[src/rtl/grid_render_sequencer_pkg.sv]
// ----------------------------------------------------------------------------
// grid_render_sequencer_pkg
// Definitions shared by the game logic, the grid render sequencer and the VGA
// renderer:
//   - default playfield geometry (DEF_GRID_WIDTH, DEF_GRID_HEIGHT, DEF_POS_W)
//   - entity codes stored in each grid RAM cell (entity_e)
//   - render sequencer FSM state encoding (state_e)
// ----------------------------------------------------------------------------
package grid_render_sequencer_pkg;

    localparam int DEF_GRID_WIDTH  = 40;
    localparam int DEF_GRID_HEIGHT = 30;
    localparam int DEF_POS_W       = 12;

    typedef enum logic [1:0] {
        ENT_APPLE = 2'b00,
        ENT_HEAD  = 2'b01,
        ENT_TAIL  = 2'b10,
        ENT_EMPTY = 2'b11
    } entity_e;

    typedef enum logic [2:0] {
        ST_IDLE,
        ST_CLEAR,
        ST_APPLE,
        ST_TAIL,
        ST_HEAD,
        ST_DONE
    } state_e;

endpackage

[src/rtl/grid_render_sequencer_tail_rd_pipe.sv]
// ----------------------------------------------------------------------------
// grid_render_sequencer_tail_rd_pipe
// LAT-deep valid shift register. A read strobe entering on in_valid appears on
// out_valid exactly LAT cycles later, in the same cycle the tail memory
// presents the matching read data.
// Ports:
//   clk, rst_n  clock, asynchronous active-low reset
//   in_valid    read strobe issued to the tail memory
//   out_valid   read data valid this cycle
// ----------------------------------------------------------------------------
module grid_render_sequencer_tail_rd_pipe #(
    parameter int LAT = 1
) (
    input  logic clk,
    input  logic rst_n,
    input  logic in_valid,
    output logic out_valid
);

    logic [LAT-1:0] sr;

    // NOTE: sequential state is updated with non-blocking assignments so every
    // flop samples the pre-edge value of its neighbours.
    always_ff @(posedge clk or negedge rst_n) begin
        if (!rst_n) begin
            sr <= '0;
        end else begin
            sr <= (sr << 1) | LAT'(in_valid);
        end
    end

    assign out_valid = sr[LAT-1];

endmodule

[src/rtl/grid_render_sequencer.sv]
// ----------------------------------------------------------------------------
// grid_render_sequencer
// Rebuilds the playfield grid RAM after each game-logic step: clears every
// cell, writes the apple, streams the tail positions out of tail memory,
// writes the head last, then pulses done. Owns the grid RAM write port.
//
// Ports:
//   clk, rst_n            clock, asynchronous active-low reset
//   start                 level; a rising edge requests a rebuild
//   num_tails             tails to draw (clamped to MAX_TAILS)
//   apple_pos, head_pos   linear cell positions (y*GRID_WIDTH + x)
//   tail_addr, tail_rd    tail-memory read address / strobe
//   tail_pos              tail-memory read data, TAIL_RD_LAT cycles after tail_rd
//   grid_we/waddr/wdata   registered grid RAM write port
//   busy, done            rebuild in progress / one-cycle completion pulse
//   pos_err               sticky: an out-of-range position was dropped
//
// Configuration macro GRID_DOUBLE_BUFFER_EN:
//   defined   - grid_waddr gains a bank MSB; writes target !disp_bank and
//               disp_bank (front bank for the VGA reader) flips on done.
//   undefined - single bank, no disp_bank port.
// ----------------------------------------------------------------------------
module grid_render_sequencer
    import grid_render_sequencer_pkg::*;
#(
    parameter int GRID_WIDTH  = DEF_GRID_WIDTH,
    parameter int GRID_HEIGHT = DEF_GRID_HEIGHT,
    parameter int POS_W       = DEF_POS_W,
    parameter int TAIL_AW     = 6,
    parameter int MAX_TAILS   = 63,
    parameter int TAIL_RD_LAT = 1
) (
    input  logic               clk,
    input  logic               rst_n,
    input  logic               start,
    input  logic [TAIL_AW-1:0] num_tails,
    input  logic [POS_W-1:0]   apple_pos,
    input  logic [POS_W-1:0]   head_pos,
    output logic [TAIL_AW-1:0] tail_addr,
    output logic               tail_rd,
    input  logic [POS_W-1:0]   tail_pos,
    output logic               grid_we,
`ifdef GRID_DOUBLE_BUFFER_EN
    output logic [POS_W:0]     grid_waddr,
    output logic               disp_bank,
`else
    output logic [POS_W-1:0]   grid_waddr,
`endif
    output logic [1:0]         grid_wdata,
    output logic               busy,
    output logic               done,
    output logic               pos_err
);

    localparam int                 CELLS     = GRID_WIDTH * GRID_HEIGHT;
    localparam logic [POS_W:0]     CELL_LIM  = (POS_W+1)'(CELLS);
    localparam logic [POS_W-1:0]   LAST_CELL = POS_W'(CELLS - 1);
    localparam logic [TAIL_AW-1:0] MAX_T     = TAIL_AW'(MAX_TAILS);

    state_e             state;
    logic               start_q;
    logic               pending;
    logic [POS_W-1:0]   apple_q, head_q, clr_cnt;
    logic [TAIL_AW-1:0] n_q, rd_cnt, wr_cnt;

    logic               start_edge, run_go, rd_valid;
    logic               wr_req, wr_ok;
    logic [POS_W-1:0]   wr_pos;
    entity_e            wr_code;
    logic [TAIL_AW-1:0] n_clamped;

    function automatic logic in_range(input logic [POS_W-1:0] p);
        return {1'b0, p} < CELL_LIM;
    endfunction

    assign start_edge = start & ~start_q;
    // A queued request restarts the run straight out of the done cycle.
    assign run_go     = start_edge | pending;
    assign n_clamped  = (num_tails > MAX_T) ? MAX_T : num_tails;

    grid_render_sequencer_tail_rd_pipe #(
        .LAT (TAIL_RD_LAT)
    ) u_tail_rd_pipe (
        .clk       (clk),
        .rst_n     (rst_n),
        .in_valid  (tail_rd),
        .out_valid (rd_valid)
    );

    // Which write (if any) the next clock edge issues to the grid RAM.
    // NOTE: every always_comb output gets a default first so no path can
    // leave it unassigned and infer a latch.
    always_comb begin
        wr_req  = 1'b0;
        wr_pos  = clr_cnt;
        wr_code = ENT_EMPTY;
        case (state)
            ST_IDLE:  begin wr_req = run_go;   wr_pos = '0;                           end
            ST_CLEAR: begin wr_req = 1'b1;                                            end
            ST_APPLE: begin wr_req = 1'b1;     wr_pos = apple_q;  wr_code = ENT_APPLE; end
            ST_TAIL:  begin wr_req = rd_valid; wr_pos = tail_pos; wr_code = ENT_TAIL;  end
            ST_HEAD:  begin wr_req = 1'b1;     wr_pos = head_q;   wr_code = ENT_HEAD;  end
            default:  ;
        endcase
        wr_ok = wr_req & in_range(wr_pos);
    end

    // NOTE: every flop including the snapshot registers is reset; nothing here
    // is a RAM array, so a reset costs nothing and keeps outputs known.
    always_ff @(posedge clk or negedge rst_n) begin
        if (!rst_n) begin
            state      <= ST_IDLE;
            start_q    <= 1'b0;
            pending    <= 1'b0;
            apple_q    <= '0;
            head_q     <= '0;
            clr_cnt    <= '0;
            n_q        <= '0;
            rd_cnt     <= '0;
            wr_cnt     <= '0;
            tail_addr  <= '0;
            tail_rd    <= 1'b0;
            grid_we    <= 1'b0;
            grid_waddr <= '0;
            grid_wdata <= ENT_APPLE;
            busy       <= 1'b0;
            done       <= 1'b0;
            pos_err    <= 1'b0;
`ifdef GRID_DOUBLE_BUFFER_EN
            disp_bank  <= 1'b0;
`endif
        end else begin
            start_q <= start;
            tail_rd <= 1'b0;
            done    <= 1'b0;

            grid_we <= wr_ok;
            if (wr_req) begin
`ifdef GRID_DOUBLE_BUFFER_EN
                grid_waddr <= {~disp_bank, wr_pos};
`else
                grid_waddr <= wr_pos;
`endif
                grid_wdata <= wr_code;
            end

            // A dropped write in the same cycle as a start edge still flags.
            if (start_edge)
                pos_err <= 1'b0;
            if (wr_req && !wr_ok)
                pos_err <= 1'b1;

            if (state != ST_IDLE && start_edge)
                pending <= 1'b1;

            case (state)
                ST_IDLE: begin
                    if (run_go) begin
                        apple_q <= apple_pos;
                        head_q  <= head_pos;
                        n_q     <= n_clamped;
                        clr_cnt <= POS_W'(1);
                        pending <= 1'b0;
                        busy    <= 1'b1;
                        state   <= ST_CLEAR;
                    end else begin
                        busy <= 1'b0;
                    end
                end
                ST_CLEAR: begin
                    clr_cnt <= clr_cnt + POS_W'(1);
                    if (clr_cnt == LAST_CELL)
                        state <= ST_APPLE;
                end
                ST_APPLE: begin
                    // First tail read goes out alongside the apple write.
                    if (n_q != '0) begin
                        tail_rd   <= 1'b1;
                        tail_addr <= '0;
                        rd_cnt    <= TAIL_AW'(1);
                        wr_cnt    <= '0;
                        state     <= ST_TAIL;
                    end else begin
                        state <= ST_HEAD;
                    end
                end
                ST_TAIL: begin
                    if (rd_cnt < n_q) begin
                        tail_rd   <= 1'b1;
                        tail_addr <= rd_cnt;
                        rd_cnt    <= rd_cnt + TAIL_AW'(1);
                    end
                    if (rd_valid) begin
                        wr_cnt <= wr_cnt + TAIL_AW'(1);
                        if (wr_cnt == n_q - TAIL_AW'(1))
                            state <= ST_HEAD;
                    end
                end
                ST_HEAD: begin
                    state <= ST_DONE;
                end
                ST_DONE: begin
                    done  <= 1'b1;
`ifdef GRID_DOUBLE_BUFFER_EN
                    disp_bank <= ~disp_bank;
`endif
                    state <= ST_IDLE;
                end
                default: state <= ST_IDLE;
            endcase
        end
    end

endmodule
[config.mk]
export PLATFORM = sky130hd
export DESIGN_NAME = grid_render_sequencer
export DESIGN_NICKNAME = d
export VERILOG_FILES = /design/src/rtl/grid_render_sequencer_pkg.sv /design/src/rtl/grid_render_sequencer_tail_rd_pipe.sv /design/src/rtl/grid_render_sequencer.sv
export SDC_FILE = /design/constraint.sdc
export NUM_CORES = 1
export LEC_CHECK = 0
export CELL_PAD_IN_SITES_DETAIL_PLACEMENT = 0
export CELL_PAD_IN_SITES_GLOBAL_PLACEMENT = 1
export CORE_MARGIN = 2
export CORE_UTILIZATION = 44
export DETAILED_ROUTE_END_ITERATION = 7
export PLACE_DENSITY_LB_ADDON = 0.12
export RECOVER_POWER = 50
export SYNTH_ARGS = -nofsm -noshare
export SYNTH_HDL_FRONTEND = slang
export SYNTH_HIERARCHICAL = 1
export SYNTH_SLANG_ARGS = --single-unit
[constraint.sdc]
create_clock -name clk -period 3.1 [get_ports clk]
set_input_delay 0.93 -clock clk [delete_from_list [all_inputs] [get_ports clk]]
set_output_delay 0.93 -clock clk [all_outputs]
set_load 0.1 [all_outputs]
==> results of run 1 <==
## worst max path at each step
stage | start | to | slack [ns] | cells after the start
finish | start | state[0]$_DFFE_PN0P_ | 0.58 | 7
global route | start | state[0]$_DFFE_PN0P_ | 0.45 | 7
CTS | start | pos_err$_DFFE_PN0P_ | 0.83 | 7
detailed placement | start | pos_err$_DFFE_PN0P_ | 0.48 | 7
global placement | start | pos_err$_DFFE_PN0P_ | 0.48 | 7
floorplan | start | grid_waddr[8]$_DFFE_PN0P_ | 0.85 | 6
## per-stage QoR
| step | std cells | total power [µW] | util, % | area (µm²) |
|---|---|---|---|---|
| 2_1_floorplan | 438 | 1136 | - | 4279 |
| 3_3_place_gp | 621 | 1221 | 54.29 | 5064 |
| 3_5_place_dp | 621 | 1221 | 54.29 | 5064 |
| 4_1_cts | 636 | 2084 | 56.58 | 5278 |
| 5_1_grt | 636 | 2138 | 56.38 | 5259 |
| 6_report | 636 | 2062 | 56.38 | 5259 |
## cell families after synthesis
logic type	synth area share (%)
AOI/OAI and AO/OA	18.60
xor gates and xnor gates	1.842
adders and majority gates	2.632
buffers and inverters	3.889
DFF	49.71
muxes	8.889
and+or+nand+nor	14.44
## power by group
part / switching (µW) / internal [µW] / total [µW]
registers: 0.299 / 1110 / 1110
clock network: 396 / 471 / 867
logic: 33.5 / 53.2 / 86.7
total: 430 / 1630 / 2060
## cells in the mapped netlist, types with 2 or more instances
| master | count | area, µm² |
|---|---|---|
| dfrtp_1 | 85 | 2127 |
| a31oi_1 | 2 | 12.51 |
| nor3b_1 | 2 | 15.01 |
| ha_1 | 9 | 112.6 |
| o211ai_1 | 6 | 45.04 |
| xnor2_1 | 2 | 17.52 |
| o31ai_1 | 6 | 45.04 |
| o22a_1 | 2 | 17.52 |
| a21o_1 | 5 | 37.54 |
| and3_1 | 3 | 18.77 |
| nor2b_1 | 5 | 31.28 |
| nor4b_1 | 2 | 17.52 |
| o311ai_0 | 2 | 17.52 |
| or3_1 | 2 | 12.51 |
| mux2_2 | 32 | 360.4 |
| nand4_1 | 4 | 25.02 |
| a22oi_1 | 5 | 37.54 |
| buf_2 | 4 | 20.02 |
| nor4_1 | 2 | 12.51 |
| nand3_1 | 23 | 115.1 |
| o22ai_1 | 10 | 62.56 |
| nand2_1 | 39 | 146.4 |
| inv_1 | 19 | 71.32 |
| mux2i_1 | 2 | 20.02 |
| nor2_1 | 25 | 93.84 |
| nand2b_1 | 10 | 62.56 |
| and2_1 | 3 | 18.77 |
| xor2_1 | 7 | 61.31 |
| o21a_1 | 2 | 15.01 |
| nor3_1 | 5 | 25.02 |
| a211o_1 | 2 | 17.52 |
| o21ai_0 | 49 | 245.2 |
| clkbuf_1 | 19 | 71.32 |
| o221ai_1 | 3 | 26.28 |
| a21oi_1 | 28 | 140.1 |
## registers in the layout, summed over array words and instances, names as in the netlist
register / cells
pending: 1
done: 1
clr_cnt: 12
wr_cnt: 6
busy: 1
state: 3
head_q: 12
apple_q: 12
grid_wdata: 2
tail_addr: 6
n_q: 6
grid_we: 1
rd_cnt: 6
grid_waddr: 12
start_q: 1
u_tail_rd_pipe/out_valid: 1
tail_rd: 1
pos_err: 1
## final cells by class
class / count / area (µm²) / area share, %
clock buffer: 11 / 141.4 / 2.689
inverter: 19 / 71.32 / 1.356
tap: 129 / 161.4 / 3.069
sequential: 85 / 2127 / 40.45
timing repair buffer: 78 / 704.4 / 13.40
clock inverter: 4 / 72.57 / 1.380
multi-input combinational: 310 / 1981 / 37.66
## worst max-delay path: stages
cell           delay (ns)
dlygate4sd3_1        0.56
nor2b_1              0.16
o31ai_1              0.31
clkbuf_1             0.32
a21oi_1              0.21
nand3_1              0.13
o221ai_1             0.11
## metal layers
layer / share of wire (%) / vias up / wire length (µm) / GRT usage, %
li1: - / 1705 / - / -
met1: 49 / 1692 / 5152 / 33.22
met2: 44 / 109 / 4663 / 30.07
met3: 5.9 / 14 / 622 / 4.271
met4: 1.3 / 0 / 133 / 5.538
met5: 0 / - / 0 / 0
==> results.md, run 1 <==
- Status: completed
- Die Y: 102.6 µm
- Netlist cell types: between 40 and 50
- VDD IR max: 0.1932 mV
- Setup ws final: 0.5788 ns
- CP max FO: 7
- Initial core utilization: 45.88%
- Crit. End Element: flip-flop
- Slew Viols, Final: 0
- Final Critical Period: 2.521 ns
- Commonest non-fill, non-tap cell in the layout: dfrtp_1
- Maxcap violations: 0
- Global Route Usage Sum: 21.27%
- Post-CTS sizing: 0
- Clock Path Buffers: 2
- CTS HTree Levels: 3
- Final period utilization: between 80% and 90%
- Hold Path Stages: 0
- #FFs+latches synth: 85
- Routed len/inst: 16.62 µm
- Global placement routability congestion: 0.8949
- P_leak: 0.002318 µW
- Worst hold slack: 0.3960 ns
- Total gr overflow: 0
- Post-route DRC violation count: 0
- Hold Crit Class: reg2reg
- Vias in the first global route: 3234
- Clock Pin Slew Worst Setup and Hold Paths: ~0.080 ns
- Pre-antenna DRT Iters: 5
- Post-DP HPWL: 7.651 mm
- Unrepaired setup endpoints after global routing: false
- Syn Inst Count: 438
- Reg2reg path depth: 7
- CTS tree: yes
- Vias per inst: 5.535
- Final Hold Viols: 0
- First-pass GRT wire length: 16.97 mm
- 1st-iter DRT viols: 211
- TritonCTS Buffers: 9
- Syn_nets: 492
- Arrival @ worst endpoint: 2.74 ns
- Die X: 102.6 µm
- Clk Latency, worst-skew pair: 0.36 ns
- Routed WL: approximately 11 mm
- Commonest cells after routing, fill and taps aside: dfrtp_1 (85), o21ai_0 (49), clkdlybuf4s50_1 (42)
- Largest net degree at the start of global routing: 44
- Fin nets: 557
- CP required: 3.32 ns
- Port Buffer Count: 69
- Worst slew pin tran: 1.165 ns
- Critical path type: in2reg
- Antenna violations before repair: 0
- Reg-to-reg setup timing slack: 0.88 ns
- Crit start category: input port
- Filler instances: 866
- Clk sinks: 85
- Core Region: 9328 µm²
- # Post-CTS Setup Buffers: 0
- Setup Skew: 0.01232 ns
- Rel. slew slack: a little under a quarter
- Vias: 3520
- Synth Area per Inst: 9.770 µm²
- Maximum clock rate: just under 400 MHz
- Post-synth ARST share: between 90% and 100%
- I/O pins: 70
- Reg2reg end: state[0]$_DFFE_PN0P_
- Post-route ant nets: 0
- Top FF cell, synth: dfrtp_1
- WHS Endpoint: u_tail_rd_pipe/out_valid$_DFF_PN0_
- Root Driver: clkbuf_8
- Pwr per Cell Area: 392.1 nW/µm²
- Hold buffer count at cts: 0
- Pre-CTS setup slack: 0.4813 ns
- Core Rows: 35
- Area Growth Syn to Fin: 22.89%
- Fraction of final layout cells sized beyond drive strength 1: between 10% and 20%
- Beginning of the worst hold path: tail_rd$_DFF_PN0_
- Setup violators final: 0
- Die area: around 11000 µm²
- Post-route setup TNS: 0 ns
- Sequential element share of the synthesized area: 49.71%
- Yosys warns: 6
- Critical R2R Launch: state[1]$_DFFE_PN0P_
- Cell Area, Synth: 4279 µm²
- # diodes: 0
- EDFF count, synth: 0
Note: power is estimated with default switching activity, not from simulation.
==> run 2: changes to the inputs <==
--- a/config.mk
+++ b/config.mk
@@ -8,7 +8,7 @@
 export CELL_PAD_IN_SITES_DETAIL_PLACEMENT = 0
 export CELL_PAD_IN_SITES_GLOBAL_PLACEMENT = 1
 export CORE_MARGIN = 2
-export CORE_UTILIZATION = 44
+export CORE_UTILIZATION = 41
 export DETAILED_ROUTE_END_ITERATION = 7
 export PLACE_DENSITY_LB_ADDON = 0.12
 export RECOVER_POWER = 50
==> constraint.sdc (replaced) <==
create_clock -name clk -period 2.4 [get_ports clk]
set_input_delay 0.72 -clock clk [delete_from_list [all_inputs] [get_ports clk]]
set_output_delay 0.72 -clock clk [all_outputs]
set_load 0.1 [all_outputs]
==> run 2 against run 1 <==
Net effect:
- the run now ends with max-capacitance violations, max-slew violations left
- critical path depth shrank 1
- wire length up 1.5%
- combinational power rose by 30%
- worst hold slack improved by 0.039 ns
- sequential power is 29% higher
- power is 30% higher
- clock-buffer cell count shrank 1
- non-clock buffer count rose by 12
- global-route usage down 0.98 points
- cell count increased by 3.0%
- critical endpoint is now state[1]$_DFFE_PN0P_
- largest cell class unchanged
- largest power group unchanged
- highest routed layer unchanged
==> results.md, run 2 (synthesized netlist as in run 1, its figures left out) <==
- Status: finished with violations
- Setup violators final: 0
- CTS HTree Levels: 3
- Rel. slew slack: -27.75%
- Commonest cells after routing, fill and taps aside: dfrtp_1 (85), o21ai_0 (49), clkdlybuf4s50_1 (42)
- Post-route ant nets: 0
- Final Hold Viols: 0
- Max layer used: met4
- Clk sinks: 85
- Post-DP HPWL: 7.908 mm
- Post-CTS sizing: 0
- Cell family with most CP delay: buffers and inverters
- Global placement routability congestion: 0.8066
- CTS tree: yes
- Port Buffer Count: 69
- Core Rows: 37
- Die Y: 106.2 µm
- Crit path largest cell delay: 0.57 ns
- Clock Path Buffers: 2
- Initial core utilization: 41.82%
- P_leak: 0.002384 µW
- Met3 wire len: 342 µm
- CP required: approximately 2.7 ns
- Core Region: 10230 µm²
- Setup Skew: around 0.013 ns
- Maximum clock rate: 468.8 MHz
- Pre-antenna DRT Iters: 4
- Slew Viols, Final: 32
- Post-route setup TNS: 0 ns
- TritonCTS Buffers: 9
- Antenna violations before repair: 0
- Clk Latency, worst-skew pair: approximately 0.36 ns
- Buf/Inv on CP: 2
- Routed WL: 10.73 mm
- Crit path max-delay cell type: dlygate4sd3_1
- Fin nets: about 570
- Vias: 3540
- Stages on worst setup path: 6
- Pwr per Cell Area: between 500 and 600 nW/µm²
- Fin cells: 655
- Crit. End Element: flip-flop
- Area Growth Syn to Fin: 25.47%
- Reg2reg path depth: 9
- Reg-to-reg setup timing slack: 0.28 ns
- Commonest non-fill, non-tap cell in the layout: dfrtp_1
- Largest net degree at the start of global routing: 55
- Placed Cells incl. Taps: 640
- Critical Path, Cell by Cell: dlygate4sd3_1 -> nor2b_1 -> o31ai_2 -> clkbuf_1 -> a21oi_1 -> a31o_2
- Worst slew pin tran: around 1.9 ns
- Die area: 11270 µm²
- Routed len/inst: 16.38 µm
- I/O pins: 70
- Hold Crit Class: reg2reg
- 1st-iter DRT viols: 123
- Final period utilization: 88.87%
- Vias per inst: about 5.4
- Met2 WL post-DR: 5.496 mm
- First-pass GRT wire length: 17.97 mm
- Crit start category: input port
- Vias in the first global route: 3582
- # diodes: 0
- Root Driver: clkbuf_8
- Maxcap violations: 1
- VDD IR max: 0.2485 mV
- CP max FO: 7
- Critical path type: in2reg
- Reg2reg end: state[1]$_DFFE_PN0P_
- Fraction of final layout cells sized beyond drive strength 1: 18.30%
- Unrepaired setup endpoints after global routing: false
- Clock Pin Slew Worst Setup and Hold Paths: 0.08 ns
- # Post-CTS Setup Buffers: 0
- Total gr overflow: 0
- Post-route DRC violation count: 0
- Arrival @ worst endpoint: 2.38 ns
- Wire length on met1: around 4.7 mm
- Die X: approximately 110 µm
- Global Route Usage Sum: 20.29%
- Final Critical Period: about 2.1 ns
- Critical R2R Launch: n_q[1]$_DFFE_PN0P_
- Hold buffer count at cts: 0
- Failing checks: max-capacitance violations, max-slew violations
- Worst Setup EP: state[1]$_DFFE_PN0P_
- Critical Path Start: start
==> run 2: per-layer routing <==
layer	global-route usage [%]	vias to the layer above
met5	0	-
met3	2.146	14
li1	-	1728
met1	25.86	1725
met2	35.99	73
met4	6.673	0
==> run 2: how the worst min path moves through the flow <==
stage                      startpoint                                 end  slack (ns)  depth (start not counted)
floorplan                       rst_n              apple_q[0]$_DFFE_PN0P_        0.42                          0
global placement    tail_rd$_DFF_PN0_  u_tail_rd_pipe/out_valid$_DFF_PN0_        0.40                          0
detailed placement  tail_rd$_DFF_PN0_  u_tail_rd_pipe/out_valid$_DFF_PN0_        0.41                          0
CTS                             rst_n               head_q[3]$_DFFE_PN0P_        0.30                          1
global route        tail_rd$_DFF_PN0_  u_tail_rd_pipe/out_valid$_DFF_PN0_        0.43                          0
finish              tail_rd$_DFF_PN0_  u_tail_rd_pipe/out_valid$_DFF_PN0_        0.44                          0
==> run 2: layout make-up <==
type / count / area [µm²]
timing repair buffer: 90 / 792.0
multi-input combinational: 310 / 1986
fill: 955 / 4862
clock buffer: 10 / 137.6
clock inverter: 5 / 85.08
tap: 136 / 170.2
inverter: 19 / 71.32
sequential: 85 / 2127
==> run 2: through the flow <==
step / setup WS [ns] / hold slack, ns / power (µW) / utilization (%) / instance area [µm²]
after floorplan: 0.3596 / 0.4244 / 1468 / - / 4279
after global placement: 0.09174 / 0.3998 / 1577 / 50.46 / 5162
after detailed placement: 0.05279 / 0.4087 / 1577 / 50.46 / 5162
after CTS: 0.2815 / 0.3041 / 2730 / 52.64 / 5385
after global routing: 0.1004 / 0.4333 / 2783 / 52.48 / 5369
final: 0.2670 / 0.4351 / 2690 / 52.48 / 5369
==> run 2: power breakdown <==
group | internal [µW] | switching (µW) | total (µW)
clock | 613 | 532 | 1140
sequential | 1430 | 0.493 | 1430
combinational | 68.5 | 44.5 | 113
total | 2110 | 577 | 2690
==> run 2: worst reg2reg max path, cell delays in order, from the launching register on <==
cell and delay, ns:
dfrtp_1 0.40, inv_1 0.12, ha_1 0.21, and2_1 0.17, nor4b_1 0.24, a31oi_1 0.09
nor4_1 0.32, buf_4 0.18, nand2_1 0.05, a31o_2 0.24
